**config.mk**
```make
export PLATFORM = sky130hd
export DESIGN_NAME = ex_mem_stage
export DESIGN_NICKNAME = d
export VERILOG_FILES = /design/src/rtl/core_pkg.sv /design/src/rtl/alu32.sv /design/src/rtl/ex_mem_stage.sv
export SDC_FILE = /design/constraint.sdc
export NUM_CORES = 1
export LEC_CHECK = 0
export CORE_ASPECT_RATIO = 0.5
export CORE_MARGIN = 4
export CORE_UTILIZATION = 45
export CTS_CLUSTER_DIAMETER = 200
export CTS_CLUSTER_SIZE = 40
export DETAILED_ROUTE_END_ITERATION = 7
export GPL_TIMING_DRIVEN = 0
export PLACE_DENSITY_LB_ADDON = 0.25
export SLEW_MARGIN = 40
export SYNTH_ARGS = -nofsm -noshare
export SYNTH_HDL_FRONTEND = slang
export SYNTH_SLANG_ARGS = --single-unit
```
**constraint.sdc**
```tcl
create_clock -name clk -period 11.8 [get_ports clk]
set_clock_uncertainty 0.15 [all_clocks]
set_input_delay 2.36 -clock clk [delete_from_list [all_inputs] [get_ports clk]]
set_output_delay 2.36 -clock clk [all_outputs]
set_load 0.005 [all_outputs]
```
**src/rtl/core_pkg.sv**
```systemverilog
// Shared definitions for the 5-stage MIPS core: widths, ALU and PC-source
// encodings, and the EX/MEM pipeline bundle.
package core_pkg;

  localparam int DATA_W = 32;
  localparam int RA_W   = 5;

  localparam logic [2:0] ALU_AND = 3'b000;
  localparam logic [2:0] ALU_OR  = 3'b001;
  localparam logic [2:0] ALU_ADD = 3'b010;
  localparam logic [2:0] ALU_SUB = 3'b110;
  localparam logic [2:0] ALU_SLT = 3'b111;

  localparam logic [1:0] PCS_SEQ = 2'b00;
  localparam logic [1:0] PCS_BEQ = 2'b01;
  localparam logic [1:0] PCS_J   = 2'b10;
  localparam logic [1:0] PCS_JR  = 2'b11;

  typedef struct packed {
    logic [DATA_W-1:0] alu_result;
    logic [DATA_W-1:0] store_data;
    logic [RA_W-1:0]   dest;
    logic              reg_write;
    logic              mem_read;
    logic              mem_write;
    logic              mem_to_reg;
  } ex_mem_t;

  // A later stage supplies the operand only if it writes a nonzero register matching idx.
  function automatic logic fwd_hit(input logic en, input logic [RA_W-1:0] dst,
                                   input logic [RA_W-1:0] idx);
    return en && (dst != '0) && (dst == idx);
  endfunction

endpackage

```
**src/rtl/alu32.sv**
```systemverilog
// Combinational 32-bit ALU: AND, OR, ADD, SUB, signed SLT; unknown codes give 0.
module alu32 import core_pkg::*; (
  input  logic [DATA_W-1:0] a,
  input  logic [DATA_W-1:0] b,
  input  logic [2:0]        ctrl,
  output logic [DATA_W-1:0] result,
  output logic              zero
);

  always_comb begin
    result = '0;
    case (ctrl)
      ALU_AND: result = a & b;
      ALU_OR:  result = a | b;
      ALU_ADD: result = a + b;
      ALU_SUB: result = a - b;
      ALU_SLT: result = {{(DATA_W-1){1'b0}}, ($signed(a) < $signed(b))};
      default: result = '0;
    endcase
  end

  assign zero = (result == '0);

endmodule

```
**src/rtl/ex_mem_stage.sv**
```systemverilog
// Execute stage with operand forwarding, branch/jump resolution and the
// EX/MEM pipeline register feeding the memory stage.
module ex_mem_stage import core_pkg::*; (
  input  logic              clk,
  input  logic              rst,
  input  logic              stall,
  input  logic              flush,
  input  logic [DATA_W-1:0] pc_plus4_i,
  input  logic [DATA_W-1:0] rs_data_i,
  input  logic [DATA_W-1:0] rt_data_i,
  input  logic [RA_W-1:0]   rs_i,
  input  logic [RA_W-1:0]   rt_i,
  input  logic [RA_W-1:0]   rd_i,
  input  logic [DATA_W-1:0] imm_i,
  input  logic [25:0]       jaddr_i,
  input  logic              reg_write_i,
  input  logic              mem_read_i,
  input  logic              mem_write_i,
  input  logic              mem_to_reg_i,
  input  logic              reg_dst_i,
  input  logic              alu_src_i,
  input  logic [2:0]        alu_ctrl_i,
  input  logic [1:0]        pc_src_i,
  input  logic              wb_reg_write_i,
  input  logic [RA_W-1:0]   wb_rd_i,
  input  logic [DATA_W-1:0] wb_data_i,
  output logic              redirect_o,
  output logic [DATA_W-1:0] redirect_pc_o,
  output logic [DATA_W-1:0] alu_result_o,
  output logic [DATA_W-1:0] store_data_o,
  output logic [RA_W-1:0]   dest_o,
  output logic              reg_write_o,
  output logic              mem_read_o,
  output logic              mem_write_o,
  output logic              mem_to_reg_o
);

  ex_mem_t           ex_mem_d, ex_mem_q;
  logic [DATA_W-1:0] fwd_rs, fwd_rt, op_b, alu_y, target;
  logic              alu_zero, taken;

  // MEM-stage result wins over WB data when both match the same source register.
  always_comb begin
    fwd_rs = rs_data_i;
    if (fwd_hit(ex_mem_q.reg_write, ex_mem_q.dest, rs_i))
      fwd_rs = ex_mem_q.alu_result;
    else if (fwd_hit(wb_reg_write_i, wb_rd_i, rs_i))
      fwd_rs = wb_data_i;

    fwd_rt = rt_data_i;
    if (fwd_hit(ex_mem_q.reg_write, ex_mem_q.dest, rt_i))
      fwd_rt = ex_mem_q.alu_result;
    else if (fwd_hit(wb_reg_write_i, wb_rd_i, rt_i))
      fwd_rt = wb_data_i;
  end

  assign op_b = alu_src_i ? imm_i : fwd_rt;

  alu32 u_alu (
    .a      (fwd_rs),
    .b      (op_b),
    .ctrl   (alu_ctrl_i),
    .result (alu_y),
    .zero   (alu_zero)
  );

  always_comb begin
    target = '0;
    taken  = 1'b0;
    case (pc_src_i)
      PCS_BEQ: begin
        target = pc_plus4_i + (imm_i << 2);
        taken  = alu_zero;
      end
      PCS_J: begin
        target = {pc_plus4_i[31:28], jaddr_i, 2'b00};
        taken  = 1'b1;
      end
      PCS_JR: begin
        target = fwd_rs;
        taken  = 1'b1;
      end
      default: begin
        target = '0;
        taken  = 1'b0;
      end
    endcase
  end

  // A stalled or resetting stage must not steer fetch.
  assign redirect_o    = taken && !stall && !rst;
  assign redirect_pc_o = redirect_o ? target : '0;

  always_comb begin
    ex_mem_d = ex_mem_q;
    if (!stall) begin
      ex_mem_d.alu_result = alu_y;
      ex_mem_d.store_data = fwd_rt;
      ex_mem_d.dest       = reg_dst_i ? rd_i : rt_i;
      ex_mem_d.reg_write  = reg_write_i;
      ex_mem_d.mem_read   = mem_read_i;
      ex_mem_d.mem_write  = mem_write_i;
      ex_mem_d.mem_to_reg = mem_to_reg_i;
      if (flush) begin
        ex_mem_d.reg_write = 1'b0;
        ex_mem_d.mem_read  = 1'b0;
        ex_mem_d.mem_write = 1'b0;
      end
    end
  end

  always_ff @(posedge clk or posedge rst) begin
    if (rst) ex_mem_q <= '0;
    else     ex_mem_q <= ex_mem_d;
  end

  assign alu_result_o = ex_mem_q.alu_result;
  assign store_data_o = ex_mem_q.store_data;
  assign dest_o       = ex_mem_q.dest;
  assign reg_write_o  = ex_mem_q.reg_write;
  assign mem_read_o   = ex_mem_q.mem_read;
  assign mem_write_o  = ex_mem_q.mem_write;
  assign mem_to_reg_o = ex_mem_q.mem_to_reg;

endmodule
```
* Word level (Yosys, flattened, before mapping)
Cells that the tools add are included.
** Operators by class
- Bitwise operators :: 2
- Muxes and demuxes :: 11
- Reduce and logical (&&, ||, !) cells :: 15
- Eq/ne operators :: 11
- $add $sub $neg :: 3
- Order comparisons :: 1
** Operator list (count)
- $mux 32 :: 6
- $pmux 32 s5 :: 1
- $pmux 32 s3 :: 1
- $add 32x32->32 :: 2
- $and 32x32->32 :: 1
- $logic_not 32->1 :: 1
- $lt 32x32->1 :: 1
- $or 32x32->32 :: 1
- $sub 32x32->32 :: 1
- $eq 5x5->1 :: 4
- $reduce_bool 5->1 :: 2
- $logic_and 1x1->1 :: 8
- $eq 3x3->1 const B :: 2
- $mux 5 :: 1
- $eq 2x2->1 const B :: 2
- $eq 3x1->1 const B :: 1
- $eq 3x2->1 const B :: 1
- $logic_not 3->1 :: 1
- $mux 3 :: 1
- $eq 2x1->1 const B :: 1
- $logic_not 1->1 :: 2
- $pmux 1 s2 :: 1
- $reduce_or 2->1 :: 1
** Storage, ports and cells
- Output and inout port bits :: 106
- Logic and storage cells :: 50
- Register bits :: 73

* Depth between registers and ports, before layout
- Word-level depth :: 13
- Mapped depth :: 25
- Depth with buffers taken out :: 23

* Hierarchy
Synthesis repeated with hierarchy kept, for this count alone.
** Second synthesis, totals
- Cell total of the unflattened synthesis :: 1637
- Area, all modules :: 12393.1 um^2
** By module, submodules not included
- ex_mem_stage :: sequential area each 1826.8 um^2, area an instance 7031.7 um^2, instances 1, cells each 826
- alu32 :: sequential area each 0.0 um^2, area an instance 5361.4 um^2, instances 1, cells each 811

* Worst setup path before layout
OpenSTA, ideal clock, no wires.
- Path kind :: input -> output
- From :: input port wb_rd_i[4]
- To :: output port redirect_pc_o[30]
- Arrival :: 7574 ps
- Cell stages on the path :: 24
- Path buffers :: 3
- Data required time :: 9290 ps
- Slack :: 1716 ps
- Cell sequence :: or4_4 -> o21ai_2 -> nor3_1 -> clkbuf_1 -> mux2i_1 -> o21ai_0 -> mux2_2 -> ha_1 -> clkbuf_1 -> inv_1 -> o21bai_1 -> a2111oi_0 -> o31a_1 -> o21ai_0 -> a221oi_1 -> a21oi_1 -> nor4b_1 -> o41ai_1 -> a21oi_1 -> nand4b_1 -> nor4_2 -> a32oi_1 -> buf_2 -> a31oi_1
** Between the ends
- Cells in the longest elaborated chain, start to end :: 13
- Elaborated cells on any way between the ends :: 23
- Classes of those cells :: add/sub: 2; order compare: 1; eq/ne: 2; mux: 9; bitwise: 2; reduce/logical: 7
** RTL lines
- start, declared :: RTL line ex_mem_stage.sv:25 : input logic [RA_W-1:0] wb_rd_i,
- $reduce_bool 5->1 :: RTL line core_pkg.sv:32 : return en && (dst != '0) && (dst == idx);
- $logic_and 1x1->1 (2 in a row) :: RTL line core_pkg.sv:32
- $mux 32 :: RTL line ex_mem_stage.sv:53 : else if (fwd_hit(wb_reg_write_i, wb_rd_i, rt_i))
- $mux 32 :: RTL line ex_mem_stage.sv:51 : if (fwd_hit(ex_mem_q.reg_write, ex_mem_q.dest, rt_i))
- $mux 32 :: RTL line ex_mem_stage.sv:57 : assign op_b = alu_src_i ? imm_i : fwd_rt;
- $sub 32x32->32 (tied with other cells) :: RTL line alu32.sv:16 : ALU_SUB: result = a - b;
- $pmux 32 s5 :: RTL line alu32.sv:12 : case (ctrl)
- $logic_not 32->1 :: RTL line alu32.sv:22 : assign zero = (result == '0);
- $pmux 1 s2 :: RTL line ex_mem_stage.sv:70 : case (pc_src_i)
- $logic_and 1x1->1 (2 in a row) :: RTL line ex_mem_stage.sv:91 : assign redirect_o = taken && !stall && !rst;
- $mux 32 * :: RTL line ex_mem_stage.sv:92 : assign redirect_pc_o = redirect_o ? target : '0;
- end, declared :: RTL line ex_mem_stage.sv:28 : output logic [DATA_W-1:0] redirect_pc_o,
Mark *: on every way between the ends. The rest lies on a longest branch, timed or not.

* Worst setup path after layout
Ends and elaborated chain as after synthesis.

==> results by group <==
Drt
  • WL/cell: 26.4 µm
  • DR iter-0 viols: 2000
  • Number of remaining DRC errors: 0
  • Drt first pass iters: 5
  • Vias per Instance: between 6 and 7
  • Post-Route WL: 61.8 mm
  • Detail Route Antenna Nets: 0
  • Via count: 14695

Synth
  • Cell taking the most area after synthesis: dfrtp_1
  • Synth top area share: roughly 15%
  • Syn_area_per_cell: approximately 7.5 µm²
  • Area contributors post-synth: dfrtp_1, ha_1, mux2_2, a21oi_1, mux2i_1
  • Post-Synthesis Cells: around 1600
  • Seq/Total Area, Yosys: 15.0%
  • Ys async rst share: between 90% and 100%
  • Syn nets: roughly 2000
  • Syn Std Cell Area: 12200 µm²
  • Yosys reg bits: 73
  • Number of synthesized flops with an enable pin: 0
  • Main synth FF type: dfrtp_1
  • Distinct cell type count after synthesis: 77
  • Synth warn: 0

Clock tree
  • Clk slew on worst S/H paths: approximately 60 ps
  • H-tree depth: 3
  • CTS root buf: clkbuf_16
  • Clock latency on the worst-skew pair: 370 ps
  • Num CTS Buffers: 9
  • CTS tree: built
  • Clk sinks: 73
  • CTS Buffer Depth: 2
  • Cts hold-fix bufs: 0

Timing
  • Final Max Tran Viols: 0
  • Final setup violation count: 0
  • Final hold violations: 0
  • Slew HR: approximately 37%
  • Period minus WS final: ~12000 ps
  • Final Hold Slack: about 340 ps
  • Fin crit share: 98.6%
  • Fmax: about 86 MHz
  • Worst Max-Slew Pin Slew: 942 ps

GRT
  • Pin count of the biggest net entering global routing: 46
  • Overflow after GRT: 0
  • Gr usage total: 39.1%
  • Number of global-route vias before repair: ~14000
  • Initial antenna violation count: 5
  • First-pass GRT wire length: between 80 and 90 mm

Floorplan
  • Die ar.: 30000 µm²
  • Core ar.: 26500 µm²
  • Row cnt: 42
  • Die Ht: about 120 µm
  • Width of the die: about 240 µm
  • Initial Utilization: a little under half
  • Ports: ~330

Worst setup path
  • Setup crit start kind: primary input
  • Worst setup EP type: output pin
  • CP arrival: roughly 9100 ps
  • Crit Path Class: in2out
  • Crit Path Max Fanout: 10
  • CP max stage cell: clkdlybuf4s50_1
  • Reg2reg setup slack: ~6000 ps
  • Worst EP required: 9290 ps
  • Crit path buffers/inverters: 5
  • Worst stage delay on the critical path: between 500 and 600 ps
  • Family with the most delay on the worst path: compound AO/OA/AOI/OAI gates

Power
  • Pwr Density: roughly 90 nW/µm²
  • VDD IR-drop max: about 0.076 mV
  • Power after layout: 1.57 mW
  • Static leakage: roughly 7 nW

Layout
  • Nets@finish: 2345
  • Area Growth Syn to Fin: 41.6%
  • Post-Layout Cell Count: around 2300
  • Share of layout cells above drive strength 1: about 15%
  • Fillers: ~2400

Hold path
  • Min-delay worst type: reg2reg

Status
  • Status: completed

Place
  • DP Cell Count: approximately 2300
  • I/O Buffers: ~320
  • GPL Wtd Cong: around 1.1
  • Post-DP HPWL: a little over 50 mm

Run
  • Max-cap viol count: 0
[final cells by class]
type                            count  area, µm²  share of cell area (%)
Clock buffer                       11        253                    1.46
Antenna cell                        3       7.51                  0.0435
Timing Repair Buffer              357       3540                    20.5
Sequential cell                    73       1830                    10.6
Buffer                             83        370                    2.14
Tap cell                          352        440                    2.55
Clock inverter                      4       51.3                   0.297
Multi-Input combinational cell   1345      10300                    59.8
Inverter                          118        448                    2.59
[flip-flops by register name (all words and copies together) (netlist names)]
| signal | count |
|---|---|
| alu_result_o | 32 |
| dest_o | 5 |
| mem_read_o | 1 |
| mem_to_reg_o | 1 |
| mem_write_o | 1 |
| reg_write_o | 1 |
| store_data_o | 32 |
[worst min-delay path: stages (launching register included)]
cell     delay [ps]
dfrtp_1         350
nand2_1          50
o21ai_0          60
[through the flow]
step                      area [µm²]  util [%]  worst slack, ps  TNS (ps)
final                          17300      65.1              161         0
after global routing           17300      65.1            -19.7     -39.0
after CTS                      16700      63.1             2.38         0
after global placement         15900      59.8            -2420    -74380
after floorplan                12200         -             1720         0
after detailed placement       15900      60.1            -1920    -58930
[cells by family after synthesis]
kind of cell	synth area share, %
and+or+nand+nor	18.6
xor gates and xnor gates	5.31
adders and majority gates	14.1
muxes	14.2
DFF	15.0
AOI/OAI and AO/OA	26.4
buffers and inverters	6.43
[synthesized netlist by cell type (14+ instances only)]
| library cell | n |
|---|---|
| nand2_1 | 120 |
| nand3_1 | 28 |
| mux2_2 | 85 |
| a211oi_1 | 17 |
| mux2i_1 | 77 |
| xnor2_1 | 58 |
| ha_1 | 133 |
| o21ai_0 | 110 |
| inv_1 | 118 |
| a21o_1 | 18 |
| nor3_1 | 38 |
| a22oi_1 | 24 |
| o211ai_1 | 14 |
| xor2_1 | 16 |
| dfrtp_1 | 73 |
| o21a_1 | 15 |
| nor2_1 | 163 |
| nand4_1 | 14 |
| nor2b_1 | 15 |
| or3_1 | 16 |
| clkbuf_1 | 76 |
| o21bai_1 | 23 |
| nor4_1 | 18 |
| a21oi_1 | 162 |
[power breakdown]
part	switching [mW]	total (mW)	internal [mW]
Clock	0.125	0.300	0.175
Sequential	0.0531	0.339	0.286
Combinational	0.518	0.929	0.411
Total	0.697	1.57	0.872
[placed cells by master (no fill, tap or decap), drive strengths merged, types with 17 or more instances in the layout]
| cell | Yosys | final |
|---|---|---|
| clkdlybuf4s50 | 0 | 319 |
| nor2 | 163 | 163 |
| a21oi | 162 | 162 |
| ha | 133 | 133 |
| nand2 | 120 | 120 |
| inv | 118 | 119 |
| o21ai | 114 | 114 |
| mux2 | 85 | 85 |
| mux2i | 77 | 77 |
| clkbuf | 76 | 77 |
| dfrtp | 73 | 73 |
| xnor2 | 58 | 58 |
| buf | 14 | 51 |
| nor3 | 41 | 41 |
| nand3 | 28 | 28 |
| a22oi | 25 | 25 |
| o21bai | 23 | 23 |
| nor4 | 19 | 19 |
| a21o | 18 | 18 |
| o211ai | 17 | 17 |
| a211oi | 17 | 17 |
[path summary, 6_finish.rpt]
kind / cells past startpoint / endpoint / start
worst max register to register: 22 / alu_result_o[30] / dest_o[1]
min in group asynchronous: 2 / alu_result_o[18] / rst
worst min-delay path: 2 / mem_read_o / mem_read_o
max in group asynchronous: 3 / store_data_o[11] / rst
worst max-delay path: 25 / redirect_pc_o[30] / wb_rd_i[4]
worst min register to register: 2 / mem_read_o / mem_read_o
[per-layer routing]
| layer | vias up | track usage (%) | part of all wire (%) |
|---|---|---|---|
| li1 | 6607 | - | - |
| met1 | 7018 | 57.6 | 43 |
| met2 | 959 | 53.7 | 39 |
| met3 | 105 | 15.5 | 15 |
| met4 | 6 | 7.85 | 2.2 |
| met5 | - | 0 | 0.092 |
[what timing repair did]
action / CTS / global route
gates resized for setup: 102 / 106
pin swaps: 8 / 29
setup buffers: 9 / 22
endpoints found under the setup margin: 33 / 33
No activity file was read; power rests on OpenSTA's default activity.
